===== config.mk =====
export PLATFORM = sky130hd
export DESIGN_NAME = led7_scan
export DESIGN_NICKNAME = d
export VERILOG_FILES = /design/src/rtl/led7_scan.sv
export SDC_FILE = /design/constraint.sdc
export NUM_CORES = 1
export LEC_CHECK = 0
export CORE_AREA = 4 4 77 79
export DETAILED_ROUTE_END_ITERATION = 16
export DIE_AREA = 0 0 81 83
export PLACE_DENSITY = 0.66
export SLEW_MARGIN = 10
export SYNTH_ARGS = -nofsm -noshare
export SYNTH_HDL_FRONTEND = slang
export SYNTH_SLANG_ARGS = --single-unit

===== constraint.sdc =====
create_clock -name clk -period 2.8 [get_ports clk]
set_clock_uncertainty 0.2 [all_clocks]
set_input_delay 0.56 -clock clk [delete_from_list [all_inputs] [get_ports clk]]
set_output_delay 0.56 -clock clk [all_outputs]
set_load 0.01 [all_outputs]

===== src/rtl/led7_scan.sv =====
// Two-digit 7-segment scanner: per-frame snapshot of both segment bytes,
// alternating digit slots with a blank phase 0 and 4-bit PWM brightness.
module led7_scan #(
    parameter int PWM_STEP       = 3125,
    parameter bit SEG_ACTIVE_LOW = 1'b1,
    parameter bit DIG_ACTIVE_LOW = 1'b1
) (
    input  logic       clk,
    input  logic       rst_n,
    input  logic       en,
    input  logic [7:0] seg_hi,
    input  logic [7:0] seg_lo,
    input  logic [3:0] bright,
    output logic [7:0] seg,
    output logic [1:0] dig,
    output logic       frame_tick
);

    localparam int STEP_W = (PWM_STEP > 1) ? $clog2(PWM_STEP) : 1;
    localparam logic [STEP_W-1:0] STEP_LAST = STEP_W'(PWM_STEP - 1);
    localparam logic [STEP_W-1:0] STEP_ONE  = STEP_W'(1);
    // XOR masks: an inactive line equals the mask, a lit line is data ^ mask.
    localparam logic [7:0] SEG_OFF = SEG_ACTIVE_LOW ? 8'hFF : 8'h00;
    localparam logic [1:0] DIG_OFF = DIG_ACTIVE_LOW ? 2'b11 : 2'b00;

    logic [STEP_W-1:0] step, step_nxt;
    logic [3:0]        phase, phase_nxt;
    logic              digit, digit_nxt;
    logic [7:0]        snap_hi, snap_lo;
    logic              step_wrap, phase_wrap, frame_wrap;
    logic              snap_take, lit;
    logic [7:0]        seg_nxt;
    logic [1:0]        dig_nxt;
    logic              tick_nxt;

    always_comb begin
        step_wrap  = (step == STEP_LAST);
        phase_wrap = step_wrap && (phase == 4'hF);
        frame_wrap = phase_wrap && digit;
        snap_take  = en && !digit && (phase == 4'd0) && (step == '0);
        // Phase 0 stays dark in every slot so the digit switch never ghosts.
        lit        = en && (phase != 4'd0) && (phase <= bright);
    end

    always_comb begin
        step_nxt  = '0;
        phase_nxt = 4'd0;
        digit_nxt = 1'b0;
        if (en) begin
            step_nxt  = step_wrap ? '0 : step + STEP_ONE;
            phase_nxt = step_wrap ? phase + 4'd1 : phase;
            digit_nxt = phase_wrap ? ~digit : digit;
        end
    end

    always_comb begin
        seg_nxt  = SEG_OFF;
        dig_nxt  = DIG_OFF;
        tick_nxt = en && frame_wrap;
        if (lit) begin
            seg_nxt = (digit ? snap_hi : snap_lo) ^ SEG_OFF;
            dig_nxt = (digit ? 2'b10 : 2'b01) ^ DIG_OFF;
        end
    end

    always_ff @(posedge clk or negedge rst_n) begin
        if (!rst_n) begin
            step  <= '0;
            phase <= 4'd0;
            digit <= 1'b0;
        end else begin
            step  <= step_nxt;
            phase <= phase_nxt;
            digit <= digit_nxt;
        end
    end

    // Snapshots survive en=0 so a re-enable shows consistent data.
    always_ff @(posedge clk or negedge rst_n) begin
        if (!rst_n) begin
            snap_hi <= 8'h00;
            snap_lo <= 8'h00;
        end else if (snap_take) begin
            snap_hi <= seg_hi;
            snap_lo <= seg_lo;
        end
    end

    always_ff @(posedge clk or negedge rst_n) begin
        if (!rst_n) begin
            seg        <= SEG_OFF;
            dig        <= DIG_OFF;
            frame_tick <= 1'b0;
        end else begin
            seg        <= seg_nxt;
            dig        <= dig_nxt;
            frame_tick <= tick_nxt;
        end
    end

endmodule


==> run summary, run 1 <==
The die footprint is 6720 µm². The HPWL after detailed placement is 2.75 mm. The number of synthesized register bits came out at 44.

Setup violations remaining at the end of the flow were counted as 0. Hold repair after CTS inserted 0 buffers. The minimum setup slack in the final design came out at 0.426 ns. The final-layout setup total negative slack is 0 ns. The area of the placeable core came out at 5340 µm². The number of library cell types mapped by synthesis came out at 32. Global routing used 12.1% of the available tracks across all layers.

The buffer count from post-CTS setup fixing came out at 0. The mean area per synthesized cell came out at 11.9 µm². The post-synth net total came out at 205. The aggregate routed wire length came out at 3.65 mm. Counting flops with a built-in enable in the synthesized netlist gives 0. Compared with the post-synthesis result, the final layout area differs by 25.8%. Leaving out fill and tap cells, the most frequent cell in the layout is dfrtp_1. The number of hold violations in the final report was 0. The beginning of the worst register-to-register path is phase[0]. The number of buffers inserted by port buffering is 33.

The critical path is of the flop to flop type. Clock-pin slew was measured on the worst setup and hold paths at 0.09 ns. The wire length per cell after detailed routing is 12.7 µm. The slowest stage of the critical path is the dfrtp_1 cell. After synthesis, flip-flops and latches occupy 54.0% of the total area. Leaving out fill and tap cells, the most frequent cells in the layout are dfrtp_1, clkdlybuf4s50_1, nor2_1, inv_1, mux2_2. The number of global-route vias before repair is 1407. On the final layout, the worst hold slack is 0.0371 ns.

The power density relative to cell area came out at 540 nW/µm². The post-cts repair resize count came out at 0. The TritonCTS clock tree is yes. The period utilization came out at 84.8%. For this design, the sink count on the clock tree is 44.

The worst register-to-register path ends at snap_lo[2]. After global routing the overflow that remains totals 0. The clock insertion delay at the later pin of the skew report came out at 0.29 ns. The leakage power came out at 1.10 nW. Counting every instance in the synthesized netlist gives 174.

Once the floorplan was initialized, standard cells occupied 38.7% of the core. The number of core rows is 27. The number of antenna violations at the first check in global routing is 0.

The critical path goes through inv_1 -> ha_1 -> or3b_1 -> nor4bb_1 -> and3_1 -> buf_12 -> mux2_2. The number of max-capacitance violations reported came out at 0. The share of synthesized registers carrying an async set or reset is 100%. Setup repair after global routing left no endpoint under its margin. The depth of the worst register-to-register path came out at 7. The floorplan step set the die width to 81 µm.

The slack of the worst reg-to-reg path came out at 0.43 ns. The tree is rooted in a clkbuf_8. In the synthesized netlist the dominant register cell turns out to be dfrtp_1. The slew at the pin with the worst max-slew slack is 0.540 ns. The first global-routing pass estimated 6.47 mm of wire. After synthesis the cells add up to 2060 µm².

The maximum operating frequency is 421 MHz. The final count of pins violating max slew came out at 0. The clock period could shrink to 2.37 ns.

The final antenna diode count is 0. Measured against its own limit, the worst slew margin works out to 64.0%. At the end of routability-driven placement, the weighted congestion stood at 0.800. Cells with a size suffix above 1 make up 22.3% of the layout. The maximum clock insertion buffer count is 2.

Data arrives at the worst endpoint at 2.35 ns. The first-pass iteration count of the detailed router came out at 4. Prior to clock tree synthesis, the placed netlist has a worst setup slack of 0.341 ns. The TritonCTS buffer count is 5. The largest net degree at the start of global routing came out at 26. STA classifies the critical path endpoint as a flop. The DRC violations left is 0. The count of warnings emitted by yosys came out at 0. The largest stage delay on the critical path is 0.40 ns.

The net total in the final layout came out at 245. The flow ran to the end, and the final reports show no timing, DRC or antenna violations. In this run the worst setup path begins at phase[0].

Following the worst setup path forward leads to its endpoint at snap_lo[2]. The detailed-route via count is 1340. The final antenna-violating net count is 0.

The startpoint class of the critical path is a flop. The required time at the worst-slack endpoint came out at 2.78 ns. VDD sags by at most 0.000276 V.

In this run the number of H-tree levels came out at 2. The floorplan step set the die height to 83 µm. The number of DRC violations after detailed-routing iteration 0 is 40.

The count of boundary I/O pins came out at 34. The path class of the tightest hold or removal check is input pin to asynchronous set/reset pin. The worst-path maximum fanout came out at 16. The detail-routed via count per cell is 4.67.
state kept, by name (all words and copies together), names as in the netlist:
name and flops:
dig 2, digit 1, seg 8, frame_tick 1
phase 4, snap_hi 8, step 12, snap_lo 8
worst max-delay path: cells and delay by family (launching register included):
kind / cells / cell delay, ns
buffers and inverters: 2 / 0.31
multiplexers: 1 / 0.35
AND/OR/NAND/NOR: 3 / 0.84
flip-flops: 1 / 0.40
adder cells (fa/ha/maj): 1 / 0.15
worst min-delay path by stage:
stage	to	slack [ns]
after CTS	snap_lo[6]	0.06
after floorplan	digit	0.06
after detailed placement	snap_hi[0]	0.29
final	snap_lo[6]	0.04
after global routing	snap_lo[6]	0.08
after global placement	snap_lo[2]	0.29
per-layer routing:
layer  vias up  GRT usage (%)  routed length (µm)
met5         -              0                   0
met4         0           1.84                  27
met3         2           4.23                 178
met2        24           19.4                1700
met1       651           16.1                1740
li1        663              -                   -
Yosys cell counts (2+ instances only):
cell type / instances / area (µm²)
a21oi_1: 3 / 15.0
and3_1: 2 / 12.5
clkbuf_1: 2 / 7.51
dfrtp_1: 34 / 851
dfstp_2: 10 / 263
ha_1: 8 / 100
inv_1: 14 / 52.6
mux2_2: 14 / 158
mux2_4: 10 / 150
nand2_1: 13 / 48.8
nand2b_1: 2 / 12.5
nand3_1: 7 / 35.0
nand4_1: 4 / 25.0
nor2_1: 18 / 67.6
nor3_1: 6 / 30.0
o21a_1: 2 / 15.0
xnor2_1: 10 / 87.6
final cells by class:
type                       count  area, µm²
multi-input combinational    111        853
fill                         515       2740
inverter                      14       52.6
clock inverter                 3       42.5
sequential                    44       1110
clock buffer                   5       68.8
tap                           72       90.1
timing repair buffer          38        375
report_power, final:
| group | leakage (nW) | switching, mW | internal (mW) |
|---|---|---|---|
| logic | 0.504 | 0.0622 | 0.132 |
| registers | 0.542 | 0.0348 | 0.696 |
| clock network | 0.0541 | 0.213 | 0.264 |
| total | 1.10 | 0.310 | 1.09 |
cells by family after synthesis:
kind of cell	after synthesis	share of synthesized area, %
buffers and inverters	19	4.67
DFF	44	54.0
xor gates and xnor gates	11	4.67
muxes	25	15.4
AOI/OAI and AO/OA	9	2.85
adders and majority gates	8	4.85
and+or+nand+nor	58	13.6
per-stage QoR:
stage	instance area [µm²]	power, mW	util [%]	cells
after floorplan	2060	0.869	-	174
after global placement	2480	0.932	46.6	279
after detailed placement	2480	0.941	46.6	279
after CTS	2600	1.42	48.6	287
after global routing	2600	1.48	48.6	287
final	2600	1.40	48.6	287
No activity file was read; power rests on OpenSTA's default activity.
==> run 2, diff against run 1 <==
- clock period: 2.8 -> 2.3 ns (I/O delays scaled with it)
==> run summary, run 2 (same netlist as run 1, synthesis figures left out) <==
The run finished with clean final reports. The wire length per cell after detailed routing came out at 13.1 µm (+2.7%). The global routing usage summed across all routing layers came out at 11.9% (-0.21 points).

The clock-pin slew on the worst setup and hold paths is 0.09 ns (about the same). The relative slew slack is 64.3% (+0.27 points). step holds more flip-flops than any other register. The final antenna-violating net count is 0 (unchanged). The first-pass iteration count of the detailed router is 4 (unchanged). The number of global-route vias before repair came out at 1440 (+2.3%). The die boundary height is 83 µm (unchanged). The setup-violating endpoint count in the final report is 0 (unchanged).

The period utilization is 99.3% (+15 points). The slew at the pin with the worst max-slew slack is 0.536 ns (-0.00410 ns). The post-place setup slack came out at -0.0601 ns (-0.401 ns). The number of hold violations in the final report is 0 (unchanged). The growth of design area from synthesis to finish came out at 32.0%. The required time at the worst-slack endpoint came to 2.28 ns (-0.50 ns). The initial core utilization was 38.7% (unchanged). The number of H-tree levels is 2 (unchanged). The fill cell instance count of the final layout came to 492 (-4.5%).

The largest net degree at the start of global routing came out at 45 (+73%). The clock insertion delay at the later pin of the skew report came out at 0.30 ns (about the same). The class of the tightest hold or removal check is input pin to asynchronous set/reset pin.

The power density relative to cell area is 604 nW/µm² (+12%). The horizontal die dimension came out at 81 µm (unchanged). The maximum operating frequency was 438 MHz (+3.9%).

The count of boundary I/O pins came out at 34 (unchanged). The minimum setup slack in the final design was 0.0155 ns (-0.411 ns). The leakage power came out at 1.17 nW (+6.7%). The type of element capturing the critical path is a flop.

The ratio of cells with drive above 1 in the final layout came to 28.6% (+6.3 points). The global placement routability congestion came out at 0.764 (-4.5%). The aggregate routed wire length came to 3.91 mm (+7.0%). The maximum clock insertion buffer count is 2 (unchanged). The number of flip-flops under the largest register name was 12 (unchanged). The top cell types in the final layout, fill and taps aside, are dfrtp_1, clkdlybuf4s50_1, nor2_1, mux2_4, buf_4.

The clock period minus worst slack came out at 2.28 ns (-0.0895 ns). The worst path arrival time was 2.27 ns (-0.08 ns). The post-layout instance area came out at 2720 µm² (+4.9%). The net total in the final layout came out at 257 (+4.9%). The worst hold margin is 0.0236 ns (-0.0135 ns). The worst ir drop on vdd is 0.000259 V (-6.1%). The DRC violations left is 0 (unchanged). The first-pass GRT wire length is 6.29 mm (-2.7%). The final antenna diode count is 0 (unchanged). The detailed-route via count is 1392 (+3.9%). The detail-routed via count per cell came to 4.66 (-0.29%).

The power after layout came out at 1.65 mW (+17%). The area of placed instances came out at 2540 µm² (+2.4%). The detailed placement HPWL came out at 2.67 mm (-2.7%). The number of clock sinks came out at 44 (unchanged).

The global route total overflow came out at 0 (unchanged). The number of max-capacitance violations reported is 0 (unchanged). The TritonCTS buffer count came out at 5 (unchanged). The area of the placeable core came to 5340 µm² (unchanged). The number of DRC violations after detailed-routing iteration 0 is 85 (+110%).

The critical path is of the flop to flop type. The cts-stage hold buffer count is 0 (unchanged). The clock root buffer is clkbuf_8. The worst-path maximum fanout was 8 (-8). The number of buffers inserted by port buffering came out at 33 (unchanged). The worst setup path is launched from a flop. The die footprint came to 6720 µm² (unchanged). The final-layout setup total negative slack came out at 0 ns (unchanged). TritonCTS built the clock tree. The final count of pins violating max slew was 0 (unchanged).

Leaving out fill and tap cells, the most frequent cell in the layout is dfrtp_1. The number of core rows is 27 (unchanged). The number of antenna violations at the first check in global routing is 0 (unchanged). Setup repair after global routing could not meet its margin everywhere.
## run 2: timing repair
item	CTS	global route
pin swaps	1	3
resized for setup	0	12
setup buffers	0	3
gates cloned	0	1
endpoints found under the setup margin	5	16
## run 2: stage by stage
stage,util [%],instances
6_report,51.0,299
5_1_grt,51.0,299
4_1_cts,49.4,295
3_5_place_dp,47.7,287
3_3_place_gp,47.7,287
2_1_floorplan,-,174
## run 2: critical path: stages (launching register included)
cell       delay (ns)
dfrtp_1          0.40
inv_2            0.08
ha_4             0.12
or3b_4           0.37
nor4bb_1         0.23
and3_2           0.29
clkbuf_16        0.19
mux2_4           0.29
## run 2: final timing paths
kind	start	to	slack, ns	cells past startpoint
worst max-delay path	phase[0]	snap_hi[1]	0.02	7
worst min-delay path	rst_n	snap_hi[6]	0.02	2
worst max register to register	phase[0]	snap_hi[1]	0.02	7
worst min register to register	snap_hi[0]	snap_hi[0]	0.31	1
max in group asynchronous	rst_n	dig[0]	1.50	2
min in group clk	snap_hi[0]	snap_hi[0]	0.31	1
## run 2: report_power, final
| part | total [mW] | internal, mW | switching, mW |
|---|---|---|---|
| sequential | 0.890 | 0.848 | 0.0421 |
| clock | 0.486 | 0.215 | 0.271 |
| combinational | 0.270 | 0.185 | 0.0841 |
| total | 1.65 | 1.25 | 0.397 |
## run 2: cell type report
cell class	instances	area [µm²]	share of cell area, %
multi-input combinational	111	892	32.8
sequential	44	1110	40.9
tap	72	90.1	3.31
clock buffer	5	68.8	2.53
inverter	14	52.6	1.93
timing repair buffer	50	483	17.7
clock inverter	3	23.8	0.873
## run 2: layer usage
layer  up-vias  wire length, µm  global-route usage, %
met2        25             1840                   18.5
li1        686                -                      -
met3         5              220                   4.34
met1       676             1800                   15.6
met5         -                0                      0
met4         0               46                   3.23
